## config.mk

```make
export PLATFORM = sky130hd
export DESIGN_NAME = fifo_rd_stream
export DESIGN_NICKNAME = d
export VERILOG_FILES = /design/src/rtl/fifo_pkg.sv /design/src/rtl/skid_buf2.sv /design/src/rtl/fifo_rd_stream.sv
export SDC_FILE = /design/constraint.sdc
export NUM_CORES = 1
export LEC_CHECK = 0
export ABC_AREA = 1
export ABC_CLOCK_PERIOD_IN_PS = 2400
export BUFFER_PORTS_ARGS = -buffer_cell sky130_fd_sc_hd__buf_2
export CAP_MARGIN = 20
export CORE_UTILIZATION = 25
export DETAILED_ROUTE_END_ITERATION = 10
export PLACE_DENSITY = 0.4
export SETUP_SLACK_MARGIN = 0.3
export SLEW_MARGIN = 20
export SYNTH_ARGS = -nofsm -noshare
export SYNTH_HDL_FRONTEND = slang
export SYNTH_SLANG_ARGS = --single-unit
```

## constraint.sdc

```tcl
create_clock -name clk_r -period 2.4 [get_ports clk_r]
set_input_delay 0.24 -clock clk_r [delete_from_list [all_inputs] [get_ports clk_r]]
set_output_delay 0.24 -clock clk_r [all_outputs]
set_load 0.05 [all_outputs]
```

## src/rtl/fifo_pkg.sv

```systemverilog
// fifo_pkg
// Shared definitions for the FIFO read-side logic.
//   FIFO_WIDTH   : default data word width (must match the FIFO's width)
//   RD_BUF_DEPTH : number of entries in the read-side stream buffer
//   occ_t        : occupancy encoding of the read-side stream buffer
package fifo_pkg;

    localparam int FIFO_WIDTH   = 4;
    localparam int RD_BUF_DEPTH = 2;

    typedef enum logic [1:0] {
        OCC_EMPTY = 2'd0,
        OCC_ONE   = 2'd1,
        OCC_TWO   = 2'd2
    } occ_t;

endpackage

```

## src/rtl/skid_buf2.sv

```systemverilog
// skid_buf2
// Two-entry shift buffer, head first. A push and a pop in the same
// cycle shift the head out and write the new word into the freed slot.
// Ports:
//   clk, rst_n : clock, asynchronous active-low reset
//   push       : write din into the first free slot (after any pop shift)
//   pop        : drop the head entry
//   flush      : discard all entries (takes priority over push/pop)
//   din        : word to write
//   head       : current head entry
//   occ        : occupancy, EMPTY / ONE / TWO
module skid_buf2
    import fifo_pkg::*;
#(
    parameter int WIDTH = FIFO_WIDTH
) (
    input  logic             clk,
    input  logic             rst_n,
    input  logic             push,
    input  logic             pop,
    input  logic             flush,
    input  logic [WIDTH-1:0] din,
    output logic [WIDTH-1:0] head,
    output occ_t             occ
);

    logic [WIDTH-1:0] buf_q [RD_BUF_DEPTH];
    occ_t             occ_q;

    always_ff @(posedge clk or negedge rst_n) begin
        if (!rst_n) begin
            occ_q <= OCC_EMPTY;
            for (int i = 0; i < RD_BUF_DEPTH; i++) begin
                buf_q[i] <= '0;
            end
        end else if (flush) begin
            // Stale data stays in the slots; occupancy alone marks them dead.
            occ_q <= OCC_EMPTY;
        end else begin
            case (occ_q)
                OCC_EMPTY: begin
                    // A pop cannot occur here: the head is not valid.
                    if (push) begin
                        buf_q[0] <= din;
                        occ_q    <= OCC_ONE;
                    end
                end
                OCC_ONE: begin
                    case ({push, pop})
                        2'b11: buf_q[0] <= din;
                        2'b10: begin
                            buf_q[1] <= din;
                            occ_q    <= OCC_TWO;
                        end
                        2'b01: occ_q <= OCC_EMPTY;
                        default: ;
                    endcase
                end
                OCC_TWO: begin
                    // Push without pop is excluded upstream by the issue credit.
                    if (pop) begin
                        buf_q[0] <= buf_q[1];
                        if (push) begin
                            buf_q[1] <= din;
                        end else begin
                            occ_q <= OCC_ONE;
                        end
                    end
                end
                default: occ_q <= OCC_EMPTY;
            endcase
        end
    end

    assign head = buf_q[0];
    assign occ  = occ_q;

endmodule

```

## src/rtl/fifo_rd_stream.sv

```systemverilog
// fifo_rd_stream
// Read-domain drain engine: pops the FIFO, absorbs its one-cycle read
// latency and presents words on a valid/ready stream through a 2-entry
// buffer. One word per cycle sustained; nothing lost under backpressure.
// Ports:
//   clk_r, reset_n : read clock, asynchronous active-low reset
//   flush          : drop buffered and in-flight words
//   fifo_empty     : FIFO empty flag
//   fifo_data      : FIFO read data, valid the cycle after fifo_rd_en
//   fifo_rd_en     : pop request to the FIFO
//   m_valid/m_ready/m_data : output stream
//   rd_count       : words delivered on the stream, wrapping
module fifo_rd_stream
    import fifo_pkg::*;
#(
    parameter int width     = FIFO_WIDTH,
    parameter int cnt_width = 16
) (
    input  logic                 clk_r,
    input  logic                 reset_n,
    input  logic                 flush,
    input  logic                 fifo_empty,
    input  logic [width-1:0]     fifo_data,
    output logic                 fifo_rd_en,
    output logic                 m_valid,
    input  logic                 m_ready,
    output logic [width-1:0]     m_data,
    output logic [cnt_width-1:0] rd_count
);

    occ_t                 occ;
    logic                 inflight_q;
    logic                 inflight_d;
    logic [cnt_width-1:0] rd_count_q;
    logic [cnt_width-1:0] rd_count_d;
    logic                 pop;
    logic                 capture;
    logic [2:0]           credit;

    assign m_valid = (occ != OCC_EMPTY);
    assign pop     = m_valid & m_ready;
    assign capture = inflight_q & ~flush;

    // Slots that will still be committed after this cycle: buffered words
    // plus the word in flight, less the one leaving now. Issuing only while
    // this is below the buffer depth means a capture always has a free slot.
    assign credit = {1'b0, occ} + {2'b00, inflight_q} - {2'b00, pop};

    // reset_n is in the term so the pop request is low for the whole time
    // reset is held, not just from the first edge.
    assign fifo_rd_en = reset_n & ~fifo_empty & ~flush
                      & (credit < 3'(RD_BUF_DEPTH));

    assign inflight_d = fifo_rd_en;
    assign rd_count_d = pop ? rd_count_q + 1'b1 : rd_count_q;

    always_ff @(posedge clk_r or negedge reset_n) begin
        if (!reset_n) begin
            inflight_q <= 1'b0;
            rd_count_q <= '0;
        end else begin
            inflight_q <= inflight_d;
            rd_count_q <= rd_count_d;
        end
    end

    assign rd_count = rd_count_q;

    skid_buf2 #(
        .WIDTH (width)
    ) u_buf (
        .clk   (clk_r),
        .rst_n (reset_n),
        .push  (capture),
        .pop   (pop),
        .flush (flush),
        .din   (fifo_data),
        .head  (m_data),
        .occ   (occ)
    );

endmodule

```

## Word-level counts from Yosys, hierarchy flattened

Index checks and enable logic that the tools add are counted.

- Word-level logic and storage cells: 49
- Output and inout bits: 22
- Flip-flop bits (word level): 27
- Input port bits: 9

- $add $sub $neg: 3
- Equal/unequal tests: 14
- Muxes and demuxes: 12
- Order comparisons: 1
- Bitwise gates (word level): 7
- Reduce and logical (&&, ||, !) cells: 7

Operator list:

| operator | number |
|---|---|
| 16-bit by 1-bit adder with 16-bit output, second input constant | 1 |
| 4-bit two-way mux | 3 |
| 4-bit one-hot mux with 3 select lines | 1 |
| 5-bit AND reduction | 2 |
| 2-bit two-way mux | 4 |
| 8-bit two-way mux | 1 |
| 4-bit one-hot mux with 2 select lines | 1 |
| 2-bit equality test, second input constant | 3 |
| 2-bit != test, second input constant | 3 |
| 3-bit != test, second input constant | 2 |
| 2-bit one-hot mux with 3 select lines | 1 |
| 1-bit bitwise AND | 5 |
| 2-bit by 1-bit equality test with 1-bit output, second input constant | 2 |
| 2-bit by 1-bit != test with 1-bit output, second input constant | 2 |
| 4-bit != test, second input constant | 1 |
| 2-bit one-hot mux with 2 select lines | 1 |
| 4-bit AND reduction | 1 |
| 2-bit nonzero test | 2 |
| 2-bit by 1-bit adder with 3-bit output | 1 |
| 3-bit by 2-bit less-than comparator with 1-bit output, second input constant | 1 |
| 3-bit by 2-bit != test with 1-bit output, second input constant | 1 |
| 3-bit nonzero test | 1 |
| 3-bit by 1-bit subtractor with 3-bit output | 1 |
| 2-bit zero test | 1 |
| 1-bit NOT | 2 |

## Longest topological paths before layout

Gate-level depths: netlist (run 1).

- Word-level depth: 6
- Mapped depth: 9
- Gate-level depth less buffers: 9

## By module

A second synthesis (run 1) with hierarchy kept.

- Cells, all modules: 212
- Area, all modules: 1757.9 sq um

Modules (own cells, without submodules):

| module | cells an instance | area an instance (sq um) | sequential area each (sq um) | instances |
|---|---|---|---|---|
| fifo_rd_stream | 112 | 982.2 | 425.4 | 1 |
| skid_buf2 | 100 | 775.7 | 250.2 | 1 |

## Least setup slack after synthesis (run 1)

OpenSTA, ideal clock, no wires.

- Kind: reg-to-reg
- Start: reg u_buf.occ_q[1] (netlist: u_buf.occ[1])
- End: reg inflight_q
- Path buffers: 1
- Path slack: -0.876 ns
- Data required time: 2.111 ns
- Period minus slack after synthesis: 3.276 ns
- Library setup time: 0.289 ns
- Arrival: 2.987 ns
- Cell stages (with the launch flop): 10
- Path through: dfrtp_1 buf_4 nor2_4 nor2_8 nand2_4 nand2_1 nand2_1 fa_1 nand2_1 nor4_1

- Longest elaborated chain between the ends: 5
- Elaborated cells between the ends (all ways): 6
- Those cells by class: 2 x add/sub; 1 x order compare; 2 x bitwise; 1 x reduce/logical

Ends and longest elaborated chain:

| element | line | text |
|---|---|---|
| start: declaration | skid_buf2.sv:28 | `occ_t occ_q;` |
| start signal: assignment | skid_buf2.sv:32 | `occ_q <= OCC_EMPTY;` |
| start signal: assignment | skid_buf2.sv:38 | `occ_q <= OCC_EMPTY;` |
| start signal: assignment | skid_buf2.sv:45 | `occ_q <= OCC_ONE;` |
| parallel branches: the longest is 2 deep, another holds 2-bit by 1-bit adder with 3-bit output | -- |  |
| 3-bit by 1-bit subtractor with 3-bit output (*) | fifo_rd_stream.sv:47 | `assign credit = {1'b0, occ} + {2'b00, inflight_q} - {2'b00, pop};` |
| 3-bit by 2-bit less-than comparator with 1-bit output (*) | fifo_rd_stream.sv:52 | `& (credit < 3'(RD_BUF_DEPTH));` |
| 1-bit bitwise AND (*) | fifo_rd_stream.sv:52 |  |
| named net fifo_rd_en | fifo_rd_stream.sv:24 | `output logic fifo_rd_en,` |
| end signal: assignment | fifo_rd_stream.sv:62 | `inflight_q <= inflight_d;` |
| end: declaration | fifo_rd_stream.sv:32 | `logic inflight_q;` |

Mark *: on every way through the listed nets, which the timed path passes.
A chain may end at the register's enable or synchronous reset.

## Worst setup path in the final report (run 1)

- Start: reg u_buf.occ_q[0] (netlist: u_buf.occ[0])
- End: out fifo_rd_en

- Longest elaborated chain between the ends: 5
- Elaborated cells between the ends (all ways): 6
- Those cells by class: 2 x add/sub; 1 x order compare; 2 x bitwise; 1 x reduce/logical

Ends and longest elaborated chain:

| element | line |
|---|---|
| parallel branches: the longest is 2 deep, another holds 2-bit by 1-bit adder with 3-bit output | -- |
| 3-bit by 1-bit subtractor with 3-bit output (*) | fifo_rd_stream.sv:47 |
| 3-bit by 2-bit less-than comparator with 1-bit output (*) | fifo_rd_stream.sv:52 |
| 1-bit bitwise AND (*) | fifo_rd_stream.sv:52 |
| end: declaration | fifo_rd_stream.sv:24 |

Mark *: on every way between the ends.

==> impl_metrics.env, run 1 <==
export IMPL_stdcell_area_sq_mm=0.00184
export IMPL_slowest_delay_ns=0.53
export IMPL_fill_cells=629
export IMPL_rsz0062_at_grt="true"
export IMPL_dr_pass1_iters=4
export IMPL_worst_pin_slew_ns=0.366
export IMPL_placed_area_sq_mm=0.00177
export IMPL_drtIter0Drc=63
export IMPL_cts_root_buf="clkbuf_8"
export IMPL_reg2reg_depth=7
export IMPL_clk_pin_slew_ns=0.10
export IMPL_postCtsHoldBufs=0
export IMPL_status="complete, no violations"
export IMPL_period_share=0.977
export IMPL_cp_slowest_cell="fa_1"
export IMPL_wirelength_mm=3.25
export IMPL_r2r_start="u_buf.occ[0]"
export IMPL_ys_types=28
export IMPL_peakVddDrop_uv=582
export IMPL_crit_chain="nor2_4 > nor2_8 > nand2_4 > inv_1 > fa_1 > nand2_2 > nor4_4 > buf_6"
export IMPL_finalHoldViolCount=0
export IMPL_sequentialPowerShare=0.391
export IMPL_arrival_ns=2.10
export IMPL_max_cap_viol_count=0
export IMPL_crit_path_end_kind="primary output"
export IMPL_fin_setup_tns_ns=0
export IMPL_power_mw=1.61
export IMPL_core_sq_mm=0.00589
export IMPL_finalCriticalPeriod_ns=2.34
export IMPL_ys_ff_latch=27
export IMPL_port_buffers=30
export IMPL_grt_pass1_vias=1129
export IMPL_ys_seq_area_frac=0.444
export IMPL_drv_slew=0
export IMPL_start_util=0.259
export IMPL_fp_dieArea_sq_mm=0.00641
export IMPL_power_share_combinational=0.439
export IMPL_cts_sinks=27
export IMPL_routedWlPerCell_um=11.2
export IMPL_area_growth_pct=20.6
export IMPL_grt_first_pass_wirelength_mm=5.45
export IMPL_setup_viol=0
export IMPL_pre_cts_ws_ns=0.260
export IMPL_p_int_uw=864
export IMPL_syn_area_sq_mm=0.00152
export IMPL_rows=28
export IMPL_ant_nets=0
export IMPL_vias=1207
export IMPL_yosysWarnings=0
export IMPL_numCtsBuffers=3
export IMPL_h_tree_depth=1
export IMPL_grt_util_all_layers=0.112
export IMPL_syn_nets=193
export IMPL_timing_reg2reg_setup_slack_ns=0.68
export IMPL_critPathMaxFanout=4
export IMPL_crit_type="reg -> out"
export IMPL_place_gp_congestion=0.804
export IMPL_critPathBufInv=2
export IMPL_cts_buffer_depth=2
export IMPL_grt_overflow_total=0
export IMPL_drc=0
export IMPL_r2r_end="inflight_q"
export IMPL_cts_tree="yes"
export IMPL_p_leak_nw=0.932
export IMPL_worst_ep_required_time_ns=2.16
export IMPL_cp_top_family="simple AND/OR/NAND/NOR gates"
export IMPL_antenna_found_initial=0
export IMPL_p_sw_uw=749
export IMPL_slew_headroom=0.756
export IMPL_critPathLaunchType="flip-flop"
export IMPL_die_x_um=80.0
export IMPL_finClkSkew_ns=0.00195
export IMPL_crit_path_end="fifo_rd_en"
export IMPL_synthCells=182
export IMPL_setup_ws_ns=0.0556
export IMPL_top_level_ports=31
export IMPL_fin_cells=291
export IMPL_fin_nets=228
export IMPL_viasPerCell=4.15
export IMPL_fmax_ghz=0.427
export IMPL_dp_cells=285
export IMPL_clkLatencyLatePin_ns=0.28
export IMPL_swShare=0.464
export IMPL_power_per_cell_area_mw_per_mm2=878
export IMPL_clkPwrFrac=0.170
export IMPL_die_y_um=80.0
export IMPL_antennaDiodeCount=0
export IMPL_crit_cells=8
export IMPL_grt_max_degree=28
export IMPL_worstSetupStartpoint="u_buf.occ[0]"
export IMPL_hold_class="in -> async"
export IMPL_hpwl_mm=2.40
export IMPL_layout_drive_gt1_share=0.292
export IMPL_syn_area_per_cell_sq_um=8.37
## per-layer routing
layer,global-route usage,vias to the layer above,share of wire
met4,0.0429,0,0.019
met1,0.162,554,0.52
met5,0,-,0
met2,0.166,24,0.42
met3,0.0183,5,0.036
li1,-,624,-
## what timing repair did
item                                    CTS  global route
endpoints found under the hold margin     0             0
resized for setup                         2             1
endpoints found under the setup margin    1             1
pin swaps                                 1             0
buffers inserted                          2             0
## synth_stat cells (all sizes together)
cell     instances  share of area
a21oi            5          0.024
buf              5          0.025
dfrtp           27           0.44
fa               1          0.013
ha               1         0.0082
inv             26          0.064
nand2           58           0.16
nand3            8          0.038
nand3b           1         0.0049
nand4            2         0.0082
nor2            21          0.081
nor3             2         0.0066
nor4             1         0.0041
o2111ai          1         0.0058
o21ai           11          0.046
xnor2            6          0.035
xor2             6          0.035
## area by class of cell
| type | instances | area, sq um | area share |
|---|---|---|---|
| clock buffer | 3 | 41.3 | 0.0225 |
| clock inverter | 1 | 5.00 | 0.00272 |
| inverter | 26 | 97.6 | 0.0531 |
| multi-input combinational | 124 | 729 | 0.397 |
| sequential | 27 | 676 | 0.368 |
| tap | 75 | 93.8 | 0.0511 |
| timing repair buffer | 35 | 194 | 0.106 |
## worst register-to-register path, delay by kind of cell, from the launching register on
kind | cells | cell delay [ns]
and+or+nand+nor | 5 | 0.60
buffers and inverters | 1 | 0.06
adders and majority gates | 1 | 0.53
DFF | 1 | 0.44
## kinds of logic after synthesis
kind of cell | share of synthesized area
adders and majority gates | 0.0214
buffers and inverters | 0.0887
DFF | 0.444
xor gates and xnor gates | 0.0690
AOI/OAI and AO/OA | 0.0756
and+or+nand+nor | 0.302
## worst min-delay path by stage
stage | from | endpoint | slack, ns
6_report | reset_n | u_buf.head[2] | 0.003
5_1_grt | reset_n | rd_count[14] | 0.03
4_1_cts | reset_n | rd_count[0] | 0.008
3_5_place_dp | reset_n | u_buf.head[2] | 0.32
3_3_place_gp | reset_n | u_buf.head[2] | 0.32
2_1_floorplan | reset_n | inflight_q | -0.06
## registers in the layout, summed over array words and instances (netlist names)
signal and flops:
rd_count 16, u_buf.head 4, u_buf.occ 2, u_buf.buf_q 4
inflight_q 1
## stage by stage
| stage | hold slack (ns) | utilization |
|---|---|---|
| 4_1_cts | 0.00816 | 0.312 |
| 3_3_place_gp | 0.318 | 0.300 |
| 5_1_grt | 0.0268 | 0.312 |
| 3_5_place_dp | 0.324 | 0.300 |
| 2_1_floorplan | -0.0556 | - |
| 6_report | 0.00338 | 0.312 |
## power by group through the flow
stage	registers, mW	clock network [mW]	logic (mW)
6_report	0.631	0.274	0.707
5_1_grt	0.649	0.306	0.786
4_1_cts	0.632	0.288	0.710
3_5_place_dp	0.642	0	0.688
3_3_place_gp	0.644	0	0.683
2_1_floorplan	0.758	0	0.457
## cells in the final DEF (no fill, tap or decap), drive strengths merged
master / n
nor2: 21
a21oi: 5
ha: 1
inv: 26
o21ai: 11
nand4: 2
o2111ai: 1
fa: 1
clkinv: 1
dfrtp: 27
nand3: 8
nand2: 58
buf: 35
nor4: 1
xnor2: 6
nor3: 2
clkbuf: 3
nand3b: 1
xor2: 6
Power figures use the tool's default switching activity.
==> run 2: changes to the inputs <==
--- a/config.mk
+++ b/config.mk
@@ -11,7 +11,7 @@
 export CAP_MARGIN = 20
 export CORE_UTILIZATION = 25
 export DETAILED_ROUTE_END_ITERATION = 10
-export PLACE_DENSITY = 0.4
+export PLACE_DENSITY_LB_ADDON = 0.05
 export SETUP_SLACK_MARGIN = 0.3
 export SLEW_MARGIN = 20
 export SYNTH_ARGS = -nofsm -noshare
==> run 2 against run 1 <==
  * Global-route usage grew 0.43 points
  * Sequential power hardly changed
  * Design area hardly changed
  * Critical path depth is the same
  * Die area is the same
  * Sequential share of layout area about the same
  * Fmax up 1.5%
  * Flip-flop and latch count unchanged
  * Total power decreased by 0.26%
  * Count of clock-buffer cells in the layout increased by 1
  * Critical endpoint unchanged
==> impl_metrics.env, run 2 (same netlist as run 1, synthesis figures left out) <==
export IMPL_slowest_delay_ns=0.51
export IMPL_rsz0062_at_grt="true"
export IMPL_status="complete, no violations"
export IMPL_finalHoldViolCount=0
export IMPL_place_gp_congestion=0.814
export IMPL_worst_ep_required_time_ns=2.16
export IMPL_power_per_cell_area_mw_per_mm2=876
export IMPL_area_growth_pct=20.5
export IMPL_largest_reg_flops=16
export IMPL_start_util=0.259
export IMPL_period_share=0.963
export IMPL_h_tree_depth=1
export IMPL_placed_area_sq_mm=0.00177
export IMPL_grt_max_degree=28
export IMPL_numCtsBuffers=3
export IMPL_drc=0
export IMPL_stdcell_area_sq_mm=0.00184
export IMPL_fp_dieArea_sq_mm=0.00641
export IMPL_cts_buffer_depth=2
export IMPL_setup_viol=0
export IMPL_peakVddDrop_uv=334
export IMPL_reg2reg_depth=7
export IMPL_vias=1214
export IMPL_critPathMaxFanout=4
export IMPL_clkLatencyLatePin_ns=0.27
export IMPL_critPathLaunchType="flip-flop"
export IMPL_top_level_ports=31
export IMPL_slew_headroom=0.747
export IMPL_cts_sinks=27
export IMPL_viasPerCell=4.17
export IMPL_hold_class="in -> async"
export IMPL_layout_drive_gt1_share=0.287
export IMPL_drv_slew=0
export IMPL_crit_path_end_kind="primary output"
export IMPL_port_buffers=30
export IMPL_fill_cells=680
export IMPL_grt_overflow_total=0
export IMPL_die_y_um=80.0
export IMPL_arrival_ns=2.07
export IMPL_grt_pass1_vias=1250
export IMPL_finalCriticalPeriod_ns=2.31
export IMPL_utilization=0.312
export IMPL_dr_pass1_iters=4
export IMPL_die_x_um=80.0
export IMPL_crit_chain="nor2_4 > nor2_8 > nand2_4 > inv_1 > fa_1 > nand2_2 > nor4_4 > buf_6"
export IMPL_grt_first_pass_wirelength_mm=5.78
export IMPL_p_leak_nw=0.929
export IMPL_crit_type="reg -> out"
export IMPL_mostFrequentLayoutCells="51 x nand2_1, 29 x buf_2, 27 x dfrtp_1"
export IMPL_cp_top_family="simple AND/OR/NAND/NOR gates"
export IMPL_antennaDiodeCount=0
export IMPL_rows=28
export IMPL_cts_root_buf="clkbuf_8"
export IMPL_worst_pin_slew_ns=0.380
export IMPL_power_mw=1.61
export IMPL_clk_pin_slew_ns=0.10
export IMPL_cp_slowest_cell="fa_1"
export IMPL_cts_tree="yes"
export IMPL_pre_cts_ws_ns=0.266
export IMPL_postCtsHoldBufs=0
export IMPL_grt_util_all_layers=0.117
export IMPL_drtIter0Drc=15
export IMPL_final_common_cell="nand2_1"
export IMPL_finClkSkew_ns=0.00170
export IMPL_ant_nets=0
export IMPL_routedWlPerCell_um=11.6
export IMPL_max_cap_viol_count=0
export IMPL_critPathBufInv=2
export IMPL_antenna_found_initial=0
export IMPL_setup_ws_ns=0.0899
export IMPL_fin_nets=228
export IMPL_wirelength_mm=3.39
export IMPL_fmax_ghz=0.433
export IMPL_crit_cells=8
export IMPL_core_sq_mm=0.00589
export IMPL_hpwl_mm=2.62
[run 2: cell count changes in the layout (fill, tap and decap cells not counted)]
cell      previous run  this run
clkinv_2             1         0
clkbuf_1             0         1
[run 2: metal layers]
metal,up-vias,global-route usage,share of wire
li1,622,-,-
met1,572,0.153,0.49
met2,18,0.191,0.47
met3,2,0.0183,0.032
met4,0,0.0464,0.0080
met5,-,0,0
[run 2: worst paths after layout]
kind / slack [ns] / end / from
max: 0.09 / fifo_rd_en / u_buf.occ[0]
min: 0.04 / rd_count[1] / reset_n
max reg2reg: 0.70 / inflight_q / u_buf.occ[0]
min reg2reg: 0.49 / u_buf.buf_q[1] / u_buf.buf_q[1]
max in group asynchronous: 2.08 / rd_count[9] / reset_n
min in group clk_r: 0.14 / inflight_q / fifo_empty
[run 2: area by class of cell]
class                      instances  area [sq um]  share of cell area
multi-input combinational        124           729               0.397
sequential                        27           676               0.368
timing repair buffer              35           194               0.106
inverter                          26          97.6              0.0532
tap                               75          93.8              0.0511
clock buffer                       4          45.0              0.0245
[run 2: where the power goes]
part	total, mW	internal [mW]	switching [mW]
combinational	0.707	0.192	0.515
clock	0.268	0.119	0.149
sequential	0.633	0.555	0.0785
[run 2: repair_timing]
item / 4_1_cts / 5_1_grt
setup endpoints to repair: 1 / 1
buffers inserted: 2 / 0
gates resized for setup: 2 / 1
pin swaps: 1 / 0
[run 2: per-stage QoR]
step | cells | hold slack (ns) | TNS [ns]
floorplan | 182 | -0.0556 | 0
global placement | 285 | 0.360 | 0
detailed placement | 285 | 0.361 | 0
CTS | 291 | 0.0463 | 0
global route | 291 | 0.0721 | -0.0244
finish | 291 | 0.0384 | 0
==> run 3: changes to the inputs <==
--- a/config.mk
+++ b/config.mk
@@ -9,6 +9,8 @@
 export ABC_CLOCK_PERIOD_IN_PS = 2400
 export BUFFER_PORTS_ARGS = -buffer_cell sky130_fd_sc_hd__buf_2
 export CAP_MARGIN = 20
+export CELL_PAD_IN_SITES_DETAIL_PLACEMENT = 1
+export CELL_PAD_IN_SITES_GLOBAL_PLACEMENT = 1
 export CORE_UTILIZATION = 25
 export DETAILED_ROUTE_END_ITERATION = 10
 export PLACE_DENSITY_LB_ADDON = 0.05
==> run 3 against run 2 <==
  * Final cell count down 0.69%
  * Non-clock buffer count down 2
  * Sequential share of layout area up 0.30 points
  * Critical path depth unchanged
  * Core utilization down 0.19 points
  * Worst setup slack better by 0.0014 ns
  * Largest cell class unchanged
  * Highest routed layer unchanged
==> impl_metrics.env, run 3 (same netlist as run 1, synthesis figures left out) <==
export IMPL_status="complete, no violations"
export IMPL_crit_path_end_kind="primary output"
export IMPL_final_common_cell="nand2_1"
export IMPL_utilization=0.310
export IMPL_dr_pass1_iters=2
export IMPL_swShare=0.468
export IMPL_mostFrequentLayoutCells="51 x nand2_1, 29 x buf_2, 26 x dfrtp_1"
export IMPL_cts_tree="yes"
export IMPL_postCtsHoldBufs=0
export IMPL_rsz0062_at_grt="true"
export IMPL_start_util=0.259
export IMPL_max_cap_viol_count=0
export IMPL_largest_reg_flops=16
export IMPL_clkPwrFrac=0.170
export IMPL_sequentialPowerShare=0.397
export IMPL_finClkSkew_ns=0.00981
export IMPL_clkLatencyLatePin_ns=0.28
export IMPL_vias=1246
export IMPL_p_leak_nw=0.917
export IMPL_h_tree_depth=1
export IMPL_p_sw_uw=753
export IMPL_slowest_delay_ns=0.51
export IMPL_viasPerCell=4.31
export IMPL_die_x_um=80.0
export IMPL_cts_buffer_depth=2
export IMPL_top_level_ports=31
export IMPL_peakVddDrop_uv=486
export IMPL_grt_max_degree=28
export IMPL_port_buffers=30
export IMPL_cp_slowest_cell="fa_1"
export IMPL_area_growth_pct=19.8
export IMPL_grt_overflow_total=0
export IMPL_place_gp_congestion=0.772
export IMPL_drtIter0Drc=31
export IMPL_fin_setup_tns_ns=0
export IMPL_crit_chain="nor2_4 > nor2_8 > nand2_4 > inv_2 > fa_1 > nand2_2 > nor4_4 > buf_6"
export IMPL_worst_pin_slew_ns=0.368
export IMPL_finalHoldViolCount=0
export IMPL_hpwl_mm=2.83
export IMPL_power_mw=1.61
export IMPL_period_share=0.962
export IMPL_rows=28
export IMPL_slew_headroom=0.755
export IMPL_arrival_ns=2.07
export IMPL_power_per_cell_area_mw_per_mm2=881
export IMPL_die_y_um=80.0
export IMPL_finalCriticalPeriod_ns=2.31
export IMPL_postCtsSetupBuffers=0
export IMPL_power_share_combinational=0.433
export IMPL_clk_pin_slew_ns=0.10
export IMPL_ant_nets=0
export IMPL_wirelength_mm=3.54
export IMPL_fmax_ghz=0.433
export IMPL_critPathMaxFanout=4
export IMPL_fill_cells=719
export IMPL_crit_type="reg -> out"
export IMPL_fin_cells=289
export IMPL_numCtsBuffers=3
export IMPL_r2r_start="u_buf.occ[0]"
export IMPL_grt_first_pass_wirelength_mm=6.05
export IMPL_cts_sinks=27
export IMPL_p_int_uw=855
export IMPL_critPathLaunchType="flip-flop"
export IMPL_fp_dieArea_sq_mm=0.00641
export IMPL_antennaDiodeCount=0
export IMPL_antenna_found_initial=0
export IMPL_worst_ep_required_time_ns=2.16
export IMPL_routedWlPerCell_um=12.3
export IMPL_worstSetupStartpoint="u_buf.occ[0]"
export IMPL_grt_util_all_layers=0.123
export IMPL_timing_reg2reg_setup_slack_ns=0.71
export IMPL_drc=0
export IMPL_dp_cells=285
export IMPL_grt_pass1_vias=1253
export IMPL_fin_nets=226
export IMPL_drv_slew=0
export IMPL_setup_viol=0
export IMPL_core_sq_mm=0.00589
export IMPL_hold_class="in -> async"
export IMPL_layout_drive_gt1_share=0.290
export IMPL_cts_root_buf="clkbuf_8"
-- run 3: through the flow --
stage / setup slack, ns / hold slack, ns / instance area, sq um
floorplan: 0.0871 / -0.0556 / 1540
global placement: 0.289 / 0.361 / 1770
detailed placement: 0.252 / 0.359 / 1770
CTS: 0.0300 / 0.0426 / 1820
global route: -0.0153 / 0.0583 / 1820
finish: 0.0913 / 0.0172 / 1820
-- run 3: final timing paths --
path / end / cells past startpoint
max in group asynchronous: u_buf.occ[0] / 2
min reg2reg: u_buf.buf_q[1] / 2
min in group clk_r: inflight_q / 2
max: fifo_rd_en / 8
max reg2reg: inflight_q / 7
min: rd_count[4] / 2
-- run 3: area by class of cell --
type / instances / area (sq um) / area share
clock buffer: 4 / 45.0 / 0.0247
multi-input combinational: 124 / 729 / 0.400
sequential: 27 / 677 / 0.371
tap: 75 / 93.8 / 0.0514
timing repair buffer: 33 / 179 / 0.0981
inverter: 26 / 100 / 0.0549
-- run 3: critical path, delay by kind of cell (launching register included) --
family                     cells  cell delay [ns]
buffers and inverters          2             0.24
and+or+nand+nor                5             0.58
adders and majority gates      1             0.51
DFF                            1             0.46
-- run 3: layer usage --
metal	vias up	wire length (um)	global-route usage
li1	622	-	-
met1	600	1740	0.167
met2	20	1660	0.197
met3	4	112	0.0206
met4	0	29	0.0375
met5	-	0	0
-- run 3: power by group through the flow --
stage	Sequential [mW]	Combinational [mW]	Clock (mW)
floorplan	0.758	0.457	0
global placement	0.644	0.686	0
detailed placement	0.650	0.702	0
CTS	0.644	0.706	0.291
global route	0.660	0.760	0.307
finish	0.639	0.696	0.273
-- run 3: repair_timing --
item | in CTS | in global routing
resized for setup | 4 | 2
pin swaps | 1 | 0
endpoints found under the setup margin | 1 | 1
